`config.mk`:
```
export PLATFORM = sky130hd
export DESIGN_NAME = tlb_isr_sched_flat
export DESIGN_NICKNAME = d
export VERILOG_FILES = /design/src/rtl/tlb_isr_sched_pkg.sv /design/src/rtl/tlb_isr_sched_if.sv /design/src/rtl/tlb_isr_sched_order_fifo.sv /design/src/rtl/tlb_isr_sched.sv /design/src/flat_wrapper.sv
export SDC_FILE = /design/constraint.sdc
export NUM_CORES = 1
export LEC_CHECK = 0
export CAP_MARGIN = 25
export CORE_AREA = 2 2 280 282
export DETAILED_ROUTE_END_ITERATION = 8
export DIE_AREA = 0 0 282 284
export GPL_ROUTABILITY_DRIVEN = 0
export SLEW_MARGIN = 20
export SYNTH_ARGS = -nofsm -noshare
export SYNTH_HDL_FRONTEND = slang
export SYNTH_SLANG_ARGS = --single-unit
```
`constraint.sdc`:
```
create_clock -name aclk -period 9.5 [get_ports aclk]
set_clock_uncertainty 0.05 [all_clocks]
set_input_delay 2.85 -clock aclk [delete_from_list [all_inputs] [get_ports aclk]]
set_output_delay 2.85 -clock aclk [all_outputs]
set_load 0.01 [all_outputs]
```
`src/rtl/tlb_isr_sched_pkg.sv`:
```
// Shared types for the ISR DMA scheduler: request structs, FSM state, ID width helper.
package tlb_isr_sched_pkg;
  localparam int PADDR_W = 48;
  localparam int LEN_W   = 28;
  localparam int CTL_W   = 4;
  localparam int DEST_W  = 4;

  typedef enum logic {ST_IDLE = 1'b0, ST_ISSUE = 1'b1} sched_state_t;

  typedef struct packed {
    logic [PADDR_W-1:0] paddr_host;
    logic [PADDR_W-1:0] paddr_card;
    logic [LEN_W-1:0]   len;
    logic [CTL_W-1:0]   ctl;
    logic [DEST_W-1:0]  dest;
  } isr_req_t;

  typedef struct packed {
    logic [PADDR_W-1:0] paddr;
    logic [LEN_W-1:0]   len;
    logic [CTL_W-1:0]   ctl;
    logic [DEST_W-1:0]  dest;
  } dma_req_t;

  // Requester ID width; a single requester still needs one bit.
  function automatic int id_width(input int n);
    return (n > 1) ? $clog2(n) : 1;
  endfunction
endpackage

```
`src/rtl/tlb_isr_sched_if.sv`:
```
// Requester-side ISR DMA bundle (all ports packed together) and a single DMA leg.
interface dma_isr_if #(parameter int N_REQ = 4);
  import tlb_isr_sched_pkg::*;
  logic [N_REQ-1:0] valid;
  logic [N_REQ-1:0] ready;
  logic [N_REQ-1:0] done;
  logic [N_REQ-1:0] isr_return;
  isr_req_t [N_REQ-1:0] req;
  modport m (output valid, req, input ready, done, isr_return);
  modport s (input valid, req, output ready, done, isr_return);
endinterface

interface dma_if;
  import tlb_isr_sched_pkg::*;
  logic     valid;
  logic     ready;
  logic     done;
  dma_req_t req;
  modport m (output valid, req, input ready, done);
  modport s (input valid, req, output ready, done);
endinterface

```
`src/rtl/tlb_isr_sched_order_fifo.sv`:
```
// Issue-order FIFO of requester IDs; completions pop the oldest issued ID.
module isr_order_fifo #(
  parameter int W     = 2,
  parameter int DEPTH = 8,
  localparam int AW   = $clog2(DEPTH)
)(
  input  logic          aclk,
  input  logic          aresetn,
  input  logic          push,
  input  logic          pop,
  input  logic [W-1:0]  din,
  output logic [W-1:0]  dout,
  output logic          empty,
  output logic          full,
  output logic [AW:0]   count
);
  localparam logic [AW:0] FULL_CNT = DEPTH[AW:0];

  logic [W-1:0]  mem [DEPTH];
  logic [AW-1:0] wr_ptr, rd_ptr;
  logic          push_ok, pop_ok;

  assign empty   = (count == '0);
  assign full    = (count == FULL_CNT);
  assign push_ok = push & ~full;
  assign pop_ok  = pop & ~empty;
  assign dout    = mem[rd_ptr];

  always_ff @(posedge aclk or negedge aresetn) begin
    if (!aresetn) begin
      wr_ptr <= '0;
      rd_ptr <= '0;
      count  <= '0;
    end else begin
      if (push_ok) wr_ptr <= wr_ptr + 1'b1;
      if (pop_ok)  rd_ptr <= rd_ptr + 1'b1;
      case ({push_ok, pop_ok})
        2'b10:   count <= count + 1'b1;
        2'b01:   count <= count - 1'b1;
        default: count <= count;
      endcase
    end
  end

  always_ff @(posedge aclk) begin
    if (push_ok) mem[wr_ptr] <= din;
  end
endmodule

```
`src/rtl/tlb_isr_sched.sv`:
```
// Round-robin ISR DMA scheduler: captures one requester, forks it to host and card
// legs with independent handshakes, and routes completions back in issue order.
module tlb_isr_sched import tlb_isr_sched_pkg::*; #(
  parameter int  N_REQ           = 4,
  parameter bit  RDWR            = 1'b0,
  parameter int  MAX_OUTSTANDING = 8,
  localparam int ID_W            = id_width(N_REQ),
  localparam int CNT_W           = $clog2(MAX_OUTSTANDING) + 1
)(
  input  logic             aclk,
  input  logic             aresetn,
  dma_isr_if.s             req_snk,
  dma_if.m                 req_src_host,
  dma_if.m                 req_src_card,
  output logic             busy,
  output logic [CNT_W-1:0] outstanding,
  output logic             err_underflow
);
  sched_state_t     state, state_nxt;
  logic [ID_W-1:0]  rr_ptr, grant, head_id;
  logic [N_REQ-1:0] ready_vec, done_q;
  logic             any_valid, capture, fifo_full, fifo_empty;
  logic             sel_done, pop;
  logic             host_vld, card_vld, host_sent, card_sent;
  logic             host_hs, card_hs, both_sent;
  isr_req_t         req_q;
  int               idx;

  // First valid requester at or after the RR pointer, wrapping.
  always_comb begin
    grant     = rr_ptr;
    any_valid = 1'b0;
    idx       = 0;
    for (int i = 0; i < N_REQ; i++) begin
      idx = int'(rr_ptr) + i;
      if (idx >= N_REQ) idx = idx - N_REQ;
      if (!any_valid && req_snk.valid[idx]) begin
        any_valid = 1'b1;
        grant     = ID_W'(idx);
      end
    end
  end

  assign capture   = (state == ST_IDLE) & any_valid & ~fifo_full;
  assign host_hs   = host_vld & req_src_host.ready;
  assign card_hs   = card_vld & req_src_card.ready;
  assign both_sent = (host_sent | host_hs) & (card_sent | card_hs);

  always_ff @(posedge aclk or negedge aresetn) begin
    if (!aresetn) state <= ST_IDLE;
    else          state <= state_nxt;
  end

  always_comb begin
    state_nxt = state;
    ready_vec = '0;
    case (state)
      ST_IDLE: if (capture) begin
        state_nxt        = ST_ISSUE;
        ready_vec[grant] = 1'b1;
      end
      ST_ISSUE: if (both_sent) state_nxt = ST_IDLE;
      default:  state_nxt = ST_IDLE;
    endcase
  end

  always_ff @(posedge aclk or negedge aresetn) begin
    if (!aresetn) begin
      req_q     <= '0;
      rr_ptr    <= '0;
      host_vld  <= 1'b0;
      card_vld  <= 1'b0;
      host_sent <= 1'b0;
      card_sent <= 1'b0;
    end else begin
      if (capture) begin
        req_q  <= req_snk.req[grant];
        rr_ptr <= (grant == ID_W'(N_REQ - 1)) ? '0 : grant + 1'b1;
      end
      host_vld <= capture | (host_vld & ~req_src_host.ready);
      card_vld <= capture | (card_vld & ~req_src_card.ready);
      if (state == ST_ISSUE && both_sent) begin
        host_sent <= 1'b0;
        card_sent <= 1'b0;
      end else begin
        if (host_hs) host_sent <= 1'b1;
        if (card_hs) card_sent <= 1'b1;
      end
    end
  end

  // Only the leg chosen by RDWR reports completion; the other leg's done is dropped.
  assign sel_done = RDWR ? req_src_host.done : req_src_card.done;
  assign pop      = sel_done & ~fifo_empty;

  always_ff @(posedge aclk or negedge aresetn) begin
    if (!aresetn) begin
      done_q        <= '0;
      err_underflow <= 1'b0;
    end else begin
      done_q <= '0;
      if (pop) done_q[head_id] <= 1'b1;
      if (sel_done && fifo_empty) err_underflow <= 1'b1;
    end
  end

  isr_order_fifo #(.W(ID_W), .DEPTH(MAX_OUTSTANDING)) u_order_fifo (
    .aclk    (aclk),
    .aresetn (aresetn),
    .push    (capture),
    .pop     (pop),
    .din     (grant),
    .dout    (head_id),
    .empty   (fifo_empty),
    .full    (fifo_full),
    .count   (outstanding)
  );

  assign req_snk.ready      = ready_vec;
  assign req_snk.done       = done_q;
  assign req_snk.isr_return = '0;

  assign req_src_host.valid = host_vld;
  assign req_src_host.req   = '{paddr: req_q.paddr_host, len: req_q.len, ctl: req_q.ctl, dest: req_q.dest};
  assign req_src_card.valid = card_vld;
  assign req_src_card.req   = '{paddr: req_q.paddr_card, len: req_q.len, ctl: req_q.ctl, dest: req_q.dest};

  assign busy = (state == ST_ISSUE) | (outstanding != '0);
endmodule

```
`src/flat_wrapper.sv`:
```
// flat-port wrapper written by rule: the top's interface ports become plain ports
module tlb_isr_sched_flat import tlb_isr_sched_pkg::*;
#(
  parameter int  N_REQ           = 4,
  parameter bit  RDWR            = 1'b0,
  parameter int  MAX_OUTSTANDING = 8,
  localparam int ID_W            = id_width(N_REQ),
  localparam int CNT_W           = $clog2(MAX_OUTSTANDING) + 1
)
  (aclk, aresetn, busy, outstanding, err_underflow, req_snk_valid, req_snk_req, req_snk_ready, req_snk_done, req_snk_isr_return, req_src_host_valid, req_src_host_req, req_src_host_ready, req_src_host_done, req_src_card_valid, req_src_card_req, req_src_card_ready, req_src_card_done);
  dma_isr_if #(.N_REQ(N_REQ)) req_snk_i ();
  dma_if req_src_host_i ();
  dma_if req_src_card_i ();
  input  logic aclk;
  input  logic aresetn;
  output logic busy;
  output logic [CNT_W-1:0] outstanding;
  output logic err_underflow;
  input wire logic [$bits(req_snk_i.valid)-1:0] req_snk_valid;
  input wire logic [$bits(req_snk_i.req)-1:0] req_snk_req;
  output wire logic [$bits(req_snk_i.ready)-1:0] req_snk_ready;
  output wire logic [$bits(req_snk_i.done)-1:0] req_snk_done;
  output wire logic [$bits(req_snk_i.isr_return)-1:0] req_snk_isr_return;
  output wire logic [$bits(req_src_host_i.valid)-1:0] req_src_host_valid;
  output wire logic [$bits(req_src_host_i.req)-1:0] req_src_host_req;
  input wire logic [$bits(req_src_host_i.ready)-1:0] req_src_host_ready;
  input wire logic [$bits(req_src_host_i.done)-1:0] req_src_host_done;
  output wire logic [$bits(req_src_card_i.valid)-1:0] req_src_card_valid;
  output wire logic [$bits(req_src_card_i.req)-1:0] req_src_card_req;
  input wire logic [$bits(req_src_card_i.ready)-1:0] req_src_card_ready;
  input wire logic [$bits(req_src_card_i.done)-1:0] req_src_card_done;
  assign req_snk_i.valid = req_snk_valid;
  assign req_snk_i.req = req_snk_req;
  assign req_snk_ready = req_snk_i.ready;
  assign req_snk_done = req_snk_i.done;
  assign req_snk_isr_return = req_snk_i.isr_return;
  assign req_src_host_valid = req_src_host_i.valid;
  assign req_src_host_req = req_src_host_i.req;
  assign req_src_host_i.ready = req_src_host_ready;
  assign req_src_host_i.done = req_src_host_done;
  assign req_src_card_valid = req_src_card_i.valid;
  assign req_src_card_req = req_src_card_i.req;
  assign req_src_card_i.ready = req_src_card_ready;
  assign req_src_card_i.done = req_src_card_done;
  tlb_isr_sched #(.N_REQ(N_REQ), .RDWR(RDWR), .MAX_OUTSTANDING(MAX_OUTSTANDING)) u_core (.aclk(aclk), .aresetn(aresetn), .req_snk(req_snk_i), .req_src_host(req_src_host_i), .req_src_card(req_src_card_i), .busy(busy), .outstanding(outstanding), .err_underflow(err_underflow));
endmodule
```
* After elaboration in Yosys (flattened, before gate mapping) *
Memory sizes are Yosys's and may differ from the RTL's.
Cells that the tools add are included.

storage, ports and cells
  word-level logic and storage cells = 124
  register bits = 154
  memories = 1
  input bits = 538
  bits in writable memories = 16
  output and inout bits = 188

cells by class
  $lt $le $gt $ge = 12
  add/sub/neg operators = 12
  equal/unequal tests = 4
  mux-type cells = 44
  bitwise gates (word level) = 20
  reductions and logical operators = 15

memories
  name                     depth  bits a word  read ports  clocked after Yosys merged registers in  wr ports  RTL line                        text
  u_core.u_order_fifo.mem  8      2            1           0                                        1         tlb_isr_sched_order_fifo.sv:19  logic [W-1:0] mem [DEPTH];

operators with widths
  cell                                                   number
  binary-select mux 132 bit (select 2 bit)               1
  2-to-1 mux 132 bit                                     1
  < comparator 32 x 4 -> 1 bit (second input constant)   4
  2-to-1 mux 32 bit                                      4
  >= comparator 32 x 4 -> 1 bit (second input constant)  3
  subtractor 32 x 4 -> 32 bit (second input constant)    3
  2-to-1 mux 1 bit                                       22
  2-to-1 mux 4 bit                                       3
  bitwise AND 1 bit                                      10
  2-to-1 mux 2 bit                                       5
  binary-select mux 1 bit (select 2 bit)                 4
  one-hot mux 4 bit (2 select lines)                     1
  logical AND 1 bit                                      7
  adder 2 x 2 -> 3 bit (second input constant)           2
  adder 3 x 1 -> 3 bit (second input constant)           2
  < comparator 2 x 3 -> 1 bit (second input constant)    2
  nonzero test 2 bit                                     3
  inverter 1 bit                                         5
  bitwise OR 1 bit                                       5
  adder 4 x 1 -> 4 bit (second input constant)           1
  demux 1 bit (select 2 bit)                             2
  equality test 2 bit (second input constant)            2
  equality test 4 bit (second input constant)            1
  >= comparator 2 x 1 -> 1 bit (second input constant)   2
  other kinds (10)                                       12

* Longest topological paths before layout *
  depth after elaboration = 21
  depth in mapped cells = 11

* Hierarchy *
A second synthesis with hierarchy kept.

unflattened totals
  cells, all modules = 1238
  area total of the unflattened synthesis = 11940.2 µm²

by module, submodules not included
  module          seq. area each (µm²)  cells an instance  area an instance (µm²)  instances
  tlb_isr_sched   3603.5                1148               10679.0                 1
  isr_order_fifo  730.7                 90                 1261.2                  1

* Worst setup path after synthesis *
No wires, ideal clock.

  path kind = in2out
  start point = input port req_snk_valid[2]
  end point = output port req_snk_ready[0]
  stages on the path = 9
  path slack = 2127 ps
  required time = 6600 ps
  arrival time = 4473 ps
  cells stage by stage = nor2b_1 > o21a_1 > buf_6 > a211oi_4 > inv_2 > buf_6 > buf_2 > ha_1 > and2_1

between the ends
  cells in the longest elaborated chain, start to end = 19

RTL lines
  what                                                                                               RTL line             text
  start: declaration                                                                                 flat_wrapper.sv:19   input wire logic [$bits(req_snk_i.valid)-1:0] req_snk_valid;
  binary-select mux 1 bit (select 2 bit)                                                             tlb_isr_sched.sv:37  if (!any_valid && req_snk.valid[idx]) begin
  2-to-1 mux 1 bit (implied by the code) (2 in a row)                                                tlb_isr_sched.sv:37
  2-to-1 mux 1 bit                                                                                   tlb_isr_sched.sv:37
  logical NOT 1 bit                                                                                  tlb_isr_sched.sv:37
  logical AND 1 bit                                                                                  tlb_isr_sched.sv:37
  2-to-1 mux 1 bit                                                                                   tlb_isr_sched.sv:37
  logical NOT 1 bit                                                                                  tlb_isr_sched.sv:37
  logical AND 1 bit                                                                                  tlb_isr_sched.sv:37
  [... 3 more ...]                                                                                   --
  2-to-1 mux 2 bit (*)                                                                               tlb_isr_sched.sv:37
  net u_core.grant[0]                                                                                tlb_isr_sched.sv:20  logic [ID_W-1:0] rr_ptr, grant, head_id;
  < comparator 2 x 3 -> 1 bit (implied by the code) or >= comparator 2 x 1 -> 1 bit (tied branches)  tlb_isr_sched.sv:60  ready_vec[grant] = 1'b1;
  logical AND 1 bit (implied by the code)                                                            tlb_isr_sched.sv:60
  2-to-1 mux 1 bit (implied by the code)                                                             tlb_isr_sched.sv:60
  demux 1 bit (select 2 bit) (*)                                                                     --
  2-to-1 mux 4 bit (*)                                                                               tlb_isr_sched.sv:58  ST_IDLE: if (capture) begin
  2-to-1 mux 4 bit (*)                                                                               tlb_isr_sched.sv:57  case (state)
  end: declaration                                                                                   flat_wrapper.sv:21   output wire logic [$bits(req_snk_i.ready)-1:0] req_snk_ready;

Mark *: on every way through the listed nets, which the timed path passes. The rest lies on a longest branch. The select of a mux whose other input is x is not followed.

* Final worst setup path *
  start point = input port req_snk_valid[2]
  end point = output port req_snk_ready[2]

The elaborated chain is that of the path after synthesis.

==> impl_metrics.yaml <==
logic_synthesis:
  synth_seq_area_share_pct: 37.78
  ys_seq_elements: 170
  synthArstFlopShare_pct: 90.59
  ys.warnings.count: 0
  synth.lib_cells_used.distinct: 43
  syn_area_per_cell_um2: 9.296
  synthesis.area_um2: 11470
  ys_dominant_reg_cell: "sky130_fd_sc_hd__dfrtp_1"
  synth_enable_flop_cells: 16
  post_synth_inst_count: 1234
detailed_routing:
  detail_route.first_pass.iterations: 5
  wl_met2_um: 27870
  routed_length_on_met3_um: 4819
  m1WireLength_um: 23050
  top_layer_used: "met5"
  vias_per_cell: 4.304
  antenna_violating_nets_post_route: 0
  routed_wl_um: 57460
  drc: 0
  vias: 12413
  drt-initial-drc-count: 530
  route.detailed.wl_per_inst_um: 19.92
worst_setup_path:
  list_of_cells_traversed_by_the_critical_path: "clkdlybuf4s50_1 > nor3b_2 > o2bb2ai_4 > a211oi_4 > inv_8 > ha_1 > and2_1 > clkdlybuf4s50_1"
  cp_slowest_cell: "sky130_fd_sc_hd__a211oi_4"
  reg2reg_setup_slack_ps: 5260
  path_buf_inv: 3
  cp.required_ps: 6600
  worst-path-max-fanout: 35
  worst_ep_arrival_time_ps: 5620
  rr_startpoint: "u_core.rr_ptr[1]$_DFFE_PN0N_"
  reg2reg_depth: 9
  path_class: "input port to output pin"
  timing.rr.end: "u_core.req_src_card.req[60]$_DFFE_PN0N_"
  critical_path.top_delay_family: "buffers and inverters"
  crit_top_cell: "sky130_fd_sc_hd__clkdlybuf4s50_1"
  worst_path_largest_cell_delay_ps: 680
  endpoint_kind: "output pin"
  setup.worst_path.start: "req_snk_valid[2]"
  cp-start-kind: "input port"
timing:
  hold_viol_final: 0
  finalCriticalPeriod_ps: 8523
  worstMarginPinSlew_ps: 902.2
  period_share_pct: 89.72
  report.final.slew_viol_count: 0
  final.setup.tns_ps: 0
  rsz_0062_raised_after_global_routing: "no"
  hold_ws_ps: 413.2
  slew_headroom_pct: 38.30
  achievable-frequency_mhz: 117.3
  final.setup.worst_slack_ps: 976.8
  finalSetupViolCount: 0
grt:
  overflow: 0
  groute.usage.overall_pct: 13.87
  number_of_antenna_violations_at_the_first_check_in_global_routing: 8
  grt_max_degree: 133
  grt_first_pass_wirelength_um: 83010
  first_global_vias: 12426
pwr:
  leakagePower_nw: 7.680
  peakVddDrop_uv: 190.8
  power.density_cell_area_nw_per_um2: 261.5
min_path:
  hold_start: "u_core.err_underflow$_DFFE_PN0P_"
  worst_hold_path.num_cells: 1
  holdPathEnd: "u_core.err_underflow$_DFFE_PN0P_"
  hp-class: "register to register"
clock_network:
  cts_max_level: 4
  tritoncts.num_buffers: 17
  post_cts_buffers: 0
  ctsRootBufferMaster: "sky130_fd_sc_hd__clkbuf_16"
  clock_tree.buffer_depth: 2
  cts_tree: "built"
  clock-sinks: 170
  cts_resized: 0
  clk_pin_slew_ps: 80
  ctsHoldBuffers: 0
  later_pin_clock_latency_in_the_skew_report_ps: 470
placed_design:
  place_area_um2: 19340
  detailedPlace.worstSlack_ps: 916.8
  io_buffers: 720
  dp_hpwl_um: 41740
floorplan:
  core.rowCount: 102
  floorplan.die.width_um: 282
  floorplan.io_pins: 726
  placeableCoreArea_um2: 76960
  chipHeight_um: 284
  floorplan.die_area_um2: 80090
  floorplan.initialDensity_pct: 14.91
run:
  max_cap_violations: 0
layout:
  layout-drive-gt1-share_pct: 4.022
  multi_input_comb_area_um2: 5747
  nNetsFinal: 2375
  layout.filler_cells: 8351
  regArea_um2: 4334
  area_delta_synth_final_pct: 74.15
  post_layout_instance_area_um2: 19980
outcome:
  outcome: "completed"
[stage by stage]
step	instances	util [%]	total power, mW
floorplan	1237	-	3.025
global placement	2848	25.13	4.450
detailed placement	2848	25.13	4.475
CTS	2880	25.94	5.290
global route	2882	25.95	5.577
finish	2884	25.96	5.223
[state kept, by name (all words and copies together), names as in the netlist]
name                        count
u_core.state                    1
u_core.req_src_host.req        48
u_core.req_src_card.valid       1
u_core.card_sent                1
u_core.req_src_host.valid       1
u_core.err_underflow            1
u_core.req_snk.done             4
u_core.u_order_fifo.count       4
u_core.rr_ptr                   2
u_core.u_order_fifo.wr_ptr      3
u_core.req_src_card.req        84
u_core.host_sent                1
u_core.u_order_fifo.rd_ptr      3
u_core.u_order_fifo.mem        16
[power breakdown]
part	total (mW)	internal [mW]	switching, mW	leakage [nW]
sequential	1.36	1.09	0.267	1.87
combinational	3.08	1.46	1.62	5.51
clock	0.778	0.383	0.395	0.303
[synthesized netlist by cell type (2+ instances only)]
| cell type | count | area [um2] |
|---|---|---|
| sky130_fd_sc_hd__a2111oi_0 | 130 | 1139 |
| sky130_fd_sc_hd__a211oi_1 | 260 | 1952 |
| sky130_fd_sc_hd__a21o_1 | 2 | 15.01 |
| sky130_fd_sc_hd__a21oi_1 | 5 | 25.02 |
| sky130_fd_sc_hd__a221oi_1 | 2 | 17.52 |
| sky130_fd_sc_hd__and2_1 | 5 | 31.28 |
| sky130_fd_sc_hd__buf_2 | 35 | 175.2 |
| sky130_fd_sc_hd__buf_4 | 47 | 352.8 |
| sky130_fd_sc_hd__buf_6 | 9 | 101.4 |
| sky130_fd_sc_hd__clkbuf_1 | 80 | 300.3 |
| sky130_fd_sc_hd__dfrtp_1 | 154 | 3854 |
| sky130_fd_sc_hd__edfxtp_1 | 16 | 480.5 |
| sky130_fd_sc_hd__ha_1 | 9 | 112.6 |
| sky130_fd_sc_hd__inv_1 | 139 | 521.8 |
| sky130_fd_sc_hd__inv_2 | 3 | 11.26 |
| sky130_fd_sc_hd__mux2i_1 | 137 | 1371 |
| sky130_fd_sc_hd__mux4_2 | 4 | 90.09 |
| sky130_fd_sc_hd__nand2_1 | 14 | 52.55 |
| sky130_fd_sc_hd__nor2_1 | 139 | 521.8 |
| sky130_fd_sc_hd__nor2b_1 | 4 | 25.02 |
| sky130_fd_sc_hd__nor3_1 | 3 | 15.01 |
| sky130_fd_sc_hd__nor3b_1 | 3 | 22.52 |
| sky130_fd_sc_hd__nor4_1 | 2 | 12.51 |
| sky130_fd_sc_hd__nor4b_1 | 2 | 17.52 |
| sky130_fd_sc_hd__o21ai_0 | 6 | 30.03 |
| sky130_fd_sc_hd__xnor2_1 | 5 | 43.79 |
| sky130_fd_sc_hd__xor2_1 | 3 | 26.28 |
[worst reg2reg max path: cells and delay by family (launching register included)]
family,cells,cell delay (ps)
and+or+nand+nor,1,400
DFF,1,420
AOI/OAI and AO/OA,2,310
muxes,1,530
buffers and inverters,5,2410
[cells by family (layout without fill, tap and decap cells)]
| family | Yosys count | count (layout) | synth area share [%] |
|---|---|---|---|
| compound gates | 411 | 411 | 28.32 |
| xor+xnor | 8 | 8 | 0.6108 |
| fa+ha+maj | 10 | 10 | 1.156 |
| buf+inv | 314 | 917 | 12.78 |
| flops | 170 | 170 | 37.78 |
| mux | 142 | 142 | 12.84 |
| other cells | 1 | 8 | 0.03269 |
| simple gates | 178 | 178 | 6.479 |
[area by class of cell]
type,instances,area share (%)
repair buffers,743,37.14
clock buffers,17,2.130
flip-flops and latches,170,21.70
well taps,1040,6.514
diodes,4,0.05011
multi-input cells,753,28.77
inverters,142,2.718
clock inverters,15,0.9896
[per-layer routing]
| metal | up-vias | track usage [%] |
|---|---|---|
| li1 | 5791 | - |
| met1 | 5963 | 16.41 |
| met2 | 581 | 23.45 |
| met3 | 68 | 4.018 |
| met4 | 10 | 5.372 |
| met5 | - | 0 |
[how the worst max path moves through the flow]
stage	to	slack, ps	cells after the start
6_report	req_snk_ready[2]	980	8
2_1_floorplan	req_snk_ready[0]	2130	9
4_1_cts	req_snk_ready[2]	920	8
3_5_place_dp	req_snk_ready[0]	920	8
5_1_grt	req_snk_ready[0]	770	8
3_3_place_gp	req_snk_ready[0]	960	8
[placed cells by master, fill, tap and decap left out, types with 3 or more instances in the layout]
cell                              instances
sky130_fd_sc_hd__diode_2                  4
sky130_fd_sc_hd__nor3b_1                  3
sky130_fd_sc_hd__nor2b_1                  4
sky130_fd_sc_hd__inv_6                    5
sky130_fd_sc_hd__mux2i_1                137
sky130_fd_sc_hd__clkbuf_16               17
sky130_fd_sc_hd__a211oi_1               260
sky130_fd_sc_hd__buf_4                   20
sky130_fd_sc_hd__clkdlybuf4s50_1        719
sky130_fd_sc_hd__ha_1                     9
sky130_fd_sc_hd__xnor2_1                  5
sky130_fd_sc_hd__mux4_2                   4
sky130_fd_sc_hd__dfrtp_1                154
sky130_fd_sc_hd__xor2_1                   3
sky130_fd_sc_hd__nor2_1                 139
sky130_fd_sc_hd__conb_1                   4
sky130_fd_sc_hd__o21ai_0                  6
sky130_fd_sc_hd__a21oi_1                  5
sky130_fd_sc_hd__nand2_1                 14
sky130_fd_sc_hd__a2111oi_0              128
sky130_fd_sc_hd__clkinv_8                 5
sky130_fd_sc_hd__nor3_1                   3
sky130_fd_sc_hd__inv_8                    4
sky130_fd_sc_hd__inv_1                  138
sky130_fd_sc_hd__edfxtp_1                16
sky130_fd_sc_hd__and2_1                   4
sky130_fd_sc_hd__buf_12                   3
Note: power is estimated with default switching activity, not from simulation.
